## config.mk

```make
export PLATFORM = sky130hd
export DESIGN_NAME = marker_decoder
export DESIGN_NICKNAME = d
export VERILOG_FILES = /design/src/rtl/marker_decoder.sv
export SDC_FILE = /design/constraint.sdc
export NUM_CORES = 1
export LEC_CHECK = 0
export CORE_MARGIN = 2
export CORE_UTILIZATION = 40
export DETAILED_ROUTE_END_ITERATION = 8
export PLACE_DENSITY_LB_ADDON = 0.05
export REMOVE_ABC_BUFFERS = 1
export SYNTH_ARGS = -nofsm -noshare
export SYNTH_HDL_FRONTEND = slang
export SYNTH_SLANG_ARGS = --single-unit
```

## constraint.sdc

```tcl
create_clock -name HCLK -period 2.81 [get_ports HCLK]
set_input_delay 0.4215 -clock HCLK [delete_from_list [all_inputs] [get_ports HCLK]]
set_output_delay 0.4215 -clock HCLK [all_outputs]
set_load 0.02 [all_outputs]
```

## src/rtl/marker_decoder.sv

```systemverilog
// marker_decoder: receive-side decoder for the 16-bit DTC->ROC command-marker link.
// Classifies each received word, pairs double markers with their complements,
// validates the 1C15/1CEA/seq retransmission triple and emits one-cycle strobes.
// Ports:
//   HCLK, HRESETN           clock, async active-low reset
//   RX_DATA[15:0]           received word
//   RX_KCHAR[1:0]           K flags (11 comma, 10 command, 00 data)
//   CNT_CLEAR               synchronous clear of both counters
//   *_MARKER, DCS_REQUEST,  one-cycle strobes (latency 1 after the completing word)
//   UNDEF_CMD, RETRANS_REQ
//   RETRANS_SEQ[3:0]        sequence of last good retransmission request (held)
//   ERR, ERR_CODE[3:0]      error strobe and last error code (held)
//   MARKER_CNT[15:0]        good-marker count (wraps)
//   ERR_CNT[7:0]            error count (saturates)
module marker_decoder (
  input  logic        HCLK,
  input  logic        HRESETN,
  input  logic [15:0] RX_DATA,
  input  logic [1:0]  RX_KCHAR,
  input  logic        CNT_CLEAR,
  output logic        CLOCK_MARKER,
  output logic        EVENT_MARKER,
  output logic        LOOPBACK_MARKER,
  output logic        DIAG_MARKER,
  output logic        TIMEOUT_MARKER,
  output logic        DCS_REQUEST,
  output logic        UNDEF_CMD,
  output logic        RETRANS_REQ,
  output logic [3:0]  RETRANS_SEQ,
  output logic        ERR,
  output logic [3:0]  ERR_CODE,
  output logic [15:0] MARKER_CNT,
  output logic [7:0]  ERR_CNT
);

  localparam int unsigned MCNT_W = 16;
  localparam int unsigned ECNT_W = 8;

  localparam logic [2:0] IDLE         = 3'd0;
  localparam logic [2:0] WAIT_CLK_CMP = 3'd1;
  localparam logic [2:0] WAIT_EVT_CMP = 3'd2;
  localparam logic [2:0] WAIT_RT_CMP  = 3'd3;
  localparam logic [2:0] WAIT_RT_SEQ  = 3'd4;

  localparam logic [3:0] E_MISSING_CMP = 4'd1;
  localparam logic [3:0] E_WRONG_CMP   = 4'd2;
  localparam logic [3:0] E_UNPAIRED    = 4'd3;
  localparam logic [3:0] E_SEQ_MISM    = 4'd4;
  localparam logic [3:0] E_MISSING_SEQ = 4'd5;
  localparam logic [3:0] E_ILLEGAL     = 4'd6;

  logic [2:0] state, state_nxt;

  logic is_comma_c, is_cmd_c, is_data_c, is_illegal_c, nib_equal_c;

  logic clk_nxt, evt_nxt, lb_nxt, diag_nxt, to_nxt, dcs_nxt, undef_nxt, rt_nxt, err_nxt;
  logic [3:0] seq_nxt, code_nxt;
  logic good_c;

  // Word classification
  assign is_comma_c   = (RX_KCHAR == 2'b11) && (RX_DATA == 16'hBC3C);
  assign is_cmd_c     = (RX_KCHAR == 2'b10) && (RX_DATA[15:8] == 8'h1C);
  assign is_data_c    = (RX_KCHAR == 2'b00);
  assign is_illegal_c = !(is_comma_c || is_cmd_c || is_data_c);
  assign nib_equal_c  = (RX_DATA[15:12] == RX_DATA[11:8]) &&
                        (RX_DATA[11:8]  == RX_DATA[7:4])  &&
                        (RX_DATA[7:4]   == RX_DATA[3:0]);

  // State register
  always_ff @(posedge HCLK or negedge HRESETN) begin
    if (!HRESETN) state <= IDLE;
    else          state <= state_nxt;
  end

  // Next-state and next-output decode; every pending state falls back to IDLE
  always_comb begin
    state_nxt = IDLE;
    clk_nxt   = 1'b0;
    evt_nxt   = 1'b0;
    lb_nxt    = 1'b0;
    diag_nxt  = 1'b0;
    to_nxt    = 1'b0;
    dcs_nxt   = 1'b0;
    undef_nxt = 1'b0;
    rt_nxt    = 1'b0;
    err_nxt   = 1'b0;
    seq_nxt   = RETRANS_SEQ;
    code_nxt  = ERR_CODE;
    case (state)
      IDLE: begin
        if (is_illegal_c) begin
          err_nxt = 1'b1; code_nxt = E_ILLEGAL;
        end else if (is_cmd_c) begin
          case (RX_DATA[7:0])
            8'h11: state_nxt = WAIT_CLK_CMP;
            8'h10: state_nxt = WAIT_EVT_CMP;
            8'h15: state_nxt = WAIT_RT_CMP;
            8'h12: lb_nxt    = 1'b1;
            8'h13: diag_nxt  = 1'b1;
            8'h14: to_nxt    = 1'b1;
            8'h00: dcs_nxt   = 1'b1;
            8'hEE, 8'hEF, 8'hEA, 8'hED: begin
              err_nxt = 1'b1; code_nxt = E_UNPAIRED;
            end
            default: undef_nxt = 1'b1;
          endcase
        end
      end
      WAIT_CLK_CMP, WAIT_EVT_CMP: begin
        if (is_illegal_c) begin
          err_nxt = 1'b1; code_nxt = E_ILLEGAL;
        end else if (is_cmd_c) begin
          if ((state == WAIT_CLK_CMP) && (RX_DATA[7:0] == 8'hEE))      clk_nxt = 1'b1;
          else if ((state == WAIT_EVT_CMP) && (RX_DATA[7:0] == 8'hEF)) evt_nxt = 1'b1;
          else begin
            err_nxt = 1'b1; code_nxt = E_WRONG_CMP;
          end
        end else begin
          err_nxt = 1'b1; code_nxt = E_MISSING_CMP;
        end
      end
      WAIT_RT_CMP: begin
        if (is_illegal_c) begin
          err_nxt = 1'b1; code_nxt = E_ILLEGAL;
        end else if (is_cmd_c) begin
          if (RX_DATA[7:0] == 8'hEA) state_nxt = WAIT_RT_SEQ;
          else begin
            err_nxt = 1'b1; code_nxt = E_WRONG_CMP;
          end
        end else begin
          err_nxt = 1'b1; code_nxt = E_MISSING_CMP;
        end
      end
      WAIT_RT_SEQ: begin
        if (is_illegal_c) begin
          err_nxt = 1'b1; code_nxt = E_ILLEGAL;
        end else if (is_data_c) begin
          if (nib_equal_c) begin
            rt_nxt = 1'b1; seq_nxt = RX_DATA[3:0];
          end else begin
            err_nxt = 1'b1; code_nxt = E_SEQ_MISM;
          end
        end else begin
          err_nxt = 1'b1; code_nxt = E_MISSING_SEQ;
        end
      end
      default: state_nxt = IDLE;
    endcase
  end

  assign good_c = clk_nxt | evt_nxt | lb_nxt | diag_nxt | to_nxt | rt_nxt;

  // Registered outputs and counters; clear has priority over increment
  always_ff @(posedge HCLK or negedge HRESETN) begin
    if (!HRESETN) begin
      CLOCK_MARKER    <= 1'b0;
      EVENT_MARKER    <= 1'b0;
      LOOPBACK_MARKER <= 1'b0;
      DIAG_MARKER     <= 1'b0;
      TIMEOUT_MARKER  <= 1'b0;
      DCS_REQUEST     <= 1'b0;
      UNDEF_CMD       <= 1'b0;
      RETRANS_REQ     <= 1'b0;
      RETRANS_SEQ     <= 4'd0;
      ERR             <= 1'b0;
      ERR_CODE        <= 4'd0;
      MARKER_CNT      <= '0;
      ERR_CNT         <= '0;
    end else begin
      CLOCK_MARKER    <= clk_nxt;
      EVENT_MARKER    <= evt_nxt;
      LOOPBACK_MARKER <= lb_nxt;
      DIAG_MARKER     <= diag_nxt;
      TIMEOUT_MARKER  <= to_nxt;
      DCS_REQUEST     <= dcs_nxt;
      UNDEF_CMD       <= undef_nxt;
      RETRANS_REQ     <= rt_nxt;
      RETRANS_SEQ     <= seq_nxt;
      ERR             <= err_nxt;
      ERR_CODE        <= code_nxt;
      if (CNT_CLEAR)   MARKER_CNT <= '0;
      else if (good_c) MARKER_CNT <= MARKER_CNT + MCNT_W'(1);
      if (CNT_CLEAR)                         ERR_CNT <= '0;
      else if (err_nxt && (ERR_CNT != '1))   ERR_CNT <= ERR_CNT + ECNT_W'(1);
    end
  end

endmodule

```

Yosys cells after proc, flatten, opt, wreduce, memory -nomap -nowiden
Index checks and enable logic that the tools add are counted.
- bits in registers: 44
- input bits: 21
- output and inout port bits: 41
- logic and storage cells: 141
- add/subtract/negate cells: 2
- eq/ne operators: 28
- mux-type cells: 72
- bitwise operators: 5
- reduce and logical (&&, ||, !) cells: 20
- operator list (kind ; number):
    $eq 8x5->1 const B ; 7
    $mux 4 ; 13
    $mux 1 ; 46
    $eq 8x8->1 const B ; 4
    $mux 16 ; 2
    $add 16x1->16 const B ; 1
    $eq 16x16->1 const B ; 1
    $mux 8 ; 2
    $ne 4x4->1 const B ; 4
    $pmux 4 s4 ; 1
    $eq 4x4->1 ; 3
    $reduce_or 11->1 ; 1
    $mux 3 ; 3
    $add 8x1->8 const B ; 1
    $logic_not 8->1 ; 1
    $ne 8x8->1 const B ; 1
    $logic_and 1x1->1 ; 7
    $reduce_and 7->1 ; 1
    $eq 3x2->1 const B ; 2
    $ne 3x3->1 const B ; 2
    $pmux 2 s3 ; 1
    $pmux 3 s2 ; 1
    $or 1x1->1 ; 5
    $eq 2x2->1 const B ; 2
    other kinds (12) ; 15

Longest topological paths before layout
Gate-level depths: netlist of run 1.
- depth in word-level cells: 14
- gate-level depth with buffers: 10

Worst setup path before layout of run 1
Ideal clock, no wire load.
- kind: input to register
- start point: input RX_DATA[4]
- end point: register MARKER_CNT[15]
- data arrival time: 2.373 ns
- required time: 2.682 ns
- slack: 0.309 ns
- stages on the path: 9
- path through: buf_6 nor4_2 o22ai_1 or4_1 buf_2 and3_4 buf_6 nor4b_2 mux2_1
- cells in the longest elaborated chain, start to end: 13
- elaborated cells on any way between the ends: 46
- classes of those cells: eq/ne (8); mux (25); bitwise (5); reduce/logical (8)
- RTL lines (element ; line ; source):
    from (decl) ; 18 ; input logic [15:0] RX_DATA,
    $eq 8x8->1 ; 114 ; else if ((state == WAIT_EVT_CMP) && (RX_DATA[7:0] == 8'hEF)) evt_nxt = 1'b1;
    $logic_and 1x1->1 ; 114 ;
    $mux 1 ; 114 ;
    $mux 1 ; 113 ; if ((state == WAIT_CLK_CMP) && (RX_DATA[7:0] == 8'hEE)) clk_nxt = 1'b1;
    $mux 1 ; 112 ; end else if (is_cmd_c) begin
    $mux 1 ; 110 ; if (is_illegal_c) begin
    $mux 1 ; 89 ; case (state)
    $or 1x1->1 (4 in series) ; 151 ; assign good_c = clk_nxt | evt_nxt | lb_nxt | diag_nxt | to_nxt | rt_nxt;
    $or 1x1->1 (*) ; 151 ;
    $reduce_bool 2->1 (no line) (*) ; -- ;
    to (signal assigned) ; 182 ; else if (good_c) MARKER_CNT <= MARKER_CNT + MCNT_W'(1);
    to (decl) ; 32 ; output logic [15:0] MARKER_CNT,
Every way passes the cells marked *; elsewhere a longest branch is shown, timed or not.
A chain may end at the register's enable or synchronous reset.

Worst setup path in the final report of run 1
- start point: input RX_DATA[6]
- end point: register MARKER_CNT[13]
The elaborated chain is that of the path after synthesis.

==> results of run 1 <==
routing by layer:
| layer | routed length (um) | vias up |
|---|---|---|
| met1 | 3020 | 1116 |
| li1 | - | 1150 |
| met4 | 81 | 0 |
| met5 | 0 | - |
| met2 | 2871 | 56 |
| met3 | 196 | 8 |
critical path, delay by kind of cell:
kind	cells	cell delay (ns)
AOI/OAI and AO/OA	1	0.15
buffers and inverters	1	0.47
muxes	1	0.36
and+or+nand+nor	4	1.42
kinds of logic after synthesis:
family,Yosys count,synth area share
AO/OA/AOI/OAI,47,0.1251
buffers and inverters,26,0.05096
AND/OR/NAND/NOR,130,0.2977
other,1,0.001512
adder cells (fa/ha/maj),2,0.01009
flip-flops,43,0.4339
XOR/XNOR,4,0.01413
multiplexers,15,0.06660
flip-flops by register name, indices dropped and copies added (netlist names), 3 cells and up:
register / count
RETRANS_SEQ: 4
state: 3
ERR_CODE: 3
MARKER_CNT: 16
ERR_CNT: 8
cells in the final DEF (no fill, tap or decap), types with 3 or more instances in the layout:
cell and count:
a21oi_1 16, and3_1 5, and4_1 5, buf_4 31, clkbuf_8 6, clkdlybuf4s50_1 59
dfrtp_1 43, inv_1 13, mux2_2 10, mux2i_1 3, nand2_1 28, nand3_1 10
nand4_1 8, nor2_1 16, nor2b_1 11, nor3_1 9, nor3b_1 4, nor4_1 7
o21ai_0 6, o22ai_1 3, o31ai_1 6, or2_2 3, or3_1 6, or4_1 6
xnor2_1 3
how the worst max path moves through the flow:
stage	from	to	slack, ns	depth (start not counted)
2_1_floorplan	RX_DATA[2]	MARKER_CNT[13]	0.39	6
3_3_place_gp	RX_KCHAR[0]	MARKER_CNT[13]	-0.12	7
3_5_place_dp	RX_DATA[4]	MARKER_CNT[13]	-0.15	7
4_1_cts	RX_DATA[4]	MARKER_CNT[13]	0.16	7
5_1_grt	RX_KCHAR[0]	MARKER_CNT[13]	0.02	7
6_report	RX_DATA[6]	MARKER_CNT[13]	0.16	7
layout make-up:
type / instances / area (um2) / area share
Timing Repair Buffer: 91 / 828.3 / 0.2428
Tap cell: 75 / 93.84 / 0.02750
Sequential cell: 43 / 1076 / 0.3154
Clock buffer: 6 / 82.58 / 0.02420
Clock inverter: 1 / 5.005 / 0.001467
Multi-Input combinational cell: 199 / 1277 / 0.3744
Inverter: 13 / 48.80 / 0.01430
power by group through the flow:
stage                     registers, uW  clock network [uW]  logic, uW
after CTS                           634                 416        164
after floorplan                     653                   0       43.6
after global placement              646                   0        161
after global routing                635                 444        179
after detailed placement            646                   0        163
final                               633                 399        162
per-stage QoR:
stage / TNS, ns / power (uW) / hold slack (ns) / worst slack, ns / utilization
after detailed placement: -1.285 / 808.5 / 0.4691 / -0.1489 / 0.5582
after CTS: 0 / 1213 / 0.3184 / 0.1619 / 0.5729
after global routing: 0 / 1258 / 0.3517 / 0.02382 / 0.5729
after floorplan: 0 / 696.7 / 0.1259 / 0.3873 / -
final: 0 / 1195 / 0.2765 / 0.1636 / 0.5729
after global placement: -0.8898 / 806.3 / 0.4626 / -0.1233 / 0.5582
==> results by stage, run 1 <==
Synthesis:
- The number of register bits inferred by synthesis is 43.
- The share of synthesized registers carrying an async set or reset is 1.000.
- The share of synthesized area in the top cell type comes to 0.4339.
- The cell count after synthesis is 268.
- The dominant cell type by area after synthesis is dfrtp_1.
- The commonest cells after synthesis are dfrtp_1, nand2_1, a21oi_1, nor2_1, inv_1.
- The sequential area share after synthesis is 0.4339.
- The number of distinct library cells after synthesis is 50.
- Dividing the synthesized area by the synthesized cell count gives 9.253 um2.
- The cell area after synthesis is 2480 um2.
- The yosys synthesis warning count is 0.
- Yosys mapped a number of flops with a built-in enable equal to 0.
- By area the synthesized netlist is led by dfrtp_1, mux2_2, nand2_1.
- Among all flip-flop cells after synthesis, the most frequent one is dfrtp_1.
- dfrtp_1 is the most common cell in the netlist.

Pwr:
- The share of total power dissipated in combinational logic is 0.136.
- The analysis attributes to net switching a power of 296.5 uW.
- Of the total power, the share spent switching nets is 0.2481.
- The power per standard cell area is 350.2 nW/um2.
- The static leakage power is 0.001433 uW.
- The fraction of power consumed by the clock network is 0.334.
- The internal power summed over all cells is 898.5 uW.
- VDD sags by at most 244.8 uV.
- The sequential cell fraction of total power is 0.530.

Global route:
- Summed over all layers, the global routing overflow is 0.
- The overall global routing resource usage is 0.1949.
- The global-route wire length before repair is 10290 um.
- The pin count of the biggest net entering global routing is 44.
- The layer carrying the most global-route usage is met2.
- The via count of the first global-routing pass is 2188.
- In the global route stage, met2 resource usage came out at 0.3153.
- The met1 layer usage reported by global route is 0.2665.
- In the global route stage, met3 resource usage came out at 0.03913.
- The number of antenna violations at the first check in global routing came to 0.

Floorplan:
- In this run the count of I/O pins placed on the die edge is 62.
- From left edge to right edge, the die measures 82.74 um.
- The count of standard-cell rows is 28.
- The area enclosed by the die boundary is 6846 um2.
- The total area inside the core boundary comes to 5956 um2.
- The initial utilization of the core area, before any placement, comes to 0.4164.
- The chip height is 82.74 um.

Critical path:
- The element type at the critical path start is a primary input.
- For this run, the slowest stage of the critical path takes 0.54 ns.
- The cell count of the worst reg-to-reg path is 6.
- The highest net fanout along the worst path is 14.
- The kind of capture point of the worst setup path is a flop.
- At the worst endpoint, the required time is 2.98 ns.
- The largest individual stage delay along the critical path comes from the cell or4_1.
- The worst reg2reg path startpoint is state[2].
- The endpoint arrival time on the critical path is 2.82 ns.
- By startpoint and endpoint, the worst setup path is classified as primary input to flop.
- The worst setup slack for register-to-register paths is 0.32 ns.
- The signal on the critical path passes through clkdlybuf4s50_1 > nor4_1 > o22ai_1 > or4_1 > and3_4 > nor4b_1 > mux2_1.
- The capture point of the worst reg-to-reg path is MARKER_CNT[13].

Finish:
- The number of fillers in the final layout is 572.
- In the final design database the tool counted 376 nets.
- The final non-filler cell total is 428.
- In the final layout, the share of cells above drive strength 1 is 0.1615.
- With fillers left out, the area of the finished cells amounts to 3412 um2.
- The relative area change from synthesis to final layout is 37.59%.
- The diode insertion count for antenna repair is 0.

Timing:
- Dividing the final minimum period by the clock period gives 0.9418.
- The number of hold-slack violations in the final timing report was 0.
- Setup repair after global routing left no endpoint under its margin.
- The number of slew-limit violations in the final report was 0.
- The number of setup violations in the final report is 0.
- The maximum clock skew at final layout is 0.005029 ns.
- For this run, the top clock speed supported by timing is 0.3779 GHz.
- The minimum period implied by the final worst setup slack is 2.646 ns.
- The worst slew margin relative to its limit is 0.3659.
- For the pin with the worst max-slew slack, the measured transition is 0.9512 ns.

Drt:
- The routed length per instance is 14.42 um.
- After the first detailed-routing iteration, the DRC count stood at 153.
- The number of remaining DRC errors is 0.
- The vias after detailed routing is 2330.
- The wire length after detailed routing is 6170 um.
- The detail route stage leaves a number of antenna-violating nets equal to 0.
- The detail-routed via count per cell is 5.444.
- The first detailed-routing pass took 4 iterations.

Clock network:
- At the later pin of the worst-skew pair, clock insertion delay measures 0.29 ns.
- The post-cts repair resize count is 0.
- The TritonCTS clock tree is yes.
- The clock net sink count is 43.
- The post-cts hold buffer count is 0.
- The root buffer selected by CTS is clkbuf_8.
- The H-tree depth reported by CTS is 2.
- In this run the post-CTS setup repair buffer count came out at 0.
- The largest buffer count on any clock path is 2.
- The clock-pin slew on the worst setup and hold paths is 0.08 ns.
- The number of clock buffers inserted by TritonCTS is 5.

Worst hold path:
- The tightest min-delay check is of the primary input to async pin type.

Placement:
- Summing all placed instances gives a cell area of 3324 um2.
- The HPWL after detailed placement is 4568 um.
- The last weighted congestion value of the routability-driven placer is 0.8729.
- The number of placed instances, taps included is 421.
- The number of input and output port buffers inserted is 60.

Outcome:
- The run finished with clean final reports.

Flow run:
- The max-cap violation count is 0.
(Power assumes the default switching activity.)
==> run 2: changes to the inputs <==
--- a/config.mk
+++ b/config.mk
@@ -7,6 +7,7 @@
 export LEC_CHECK = 0
 export CORE_MARGIN = 2
 export CORE_UTILIZATION = 40
+export CTS_BUF_LIST = sky130_fd_sc_hd__clkbuf_2 sky130_fd_sc_hd__clkbuf_4 sky130_fd_sc_hd__clkbuf_8
 export DETAILED_ROUTE_END_ITERATION = 8
 export PLACE_DENSITY_LB_ADDON = 0.05
 export REMOVE_ABC_BUFFERS = 1
==> results of run 2 <==
No change in the layout: final DEF, timing and power equal those of run 1.
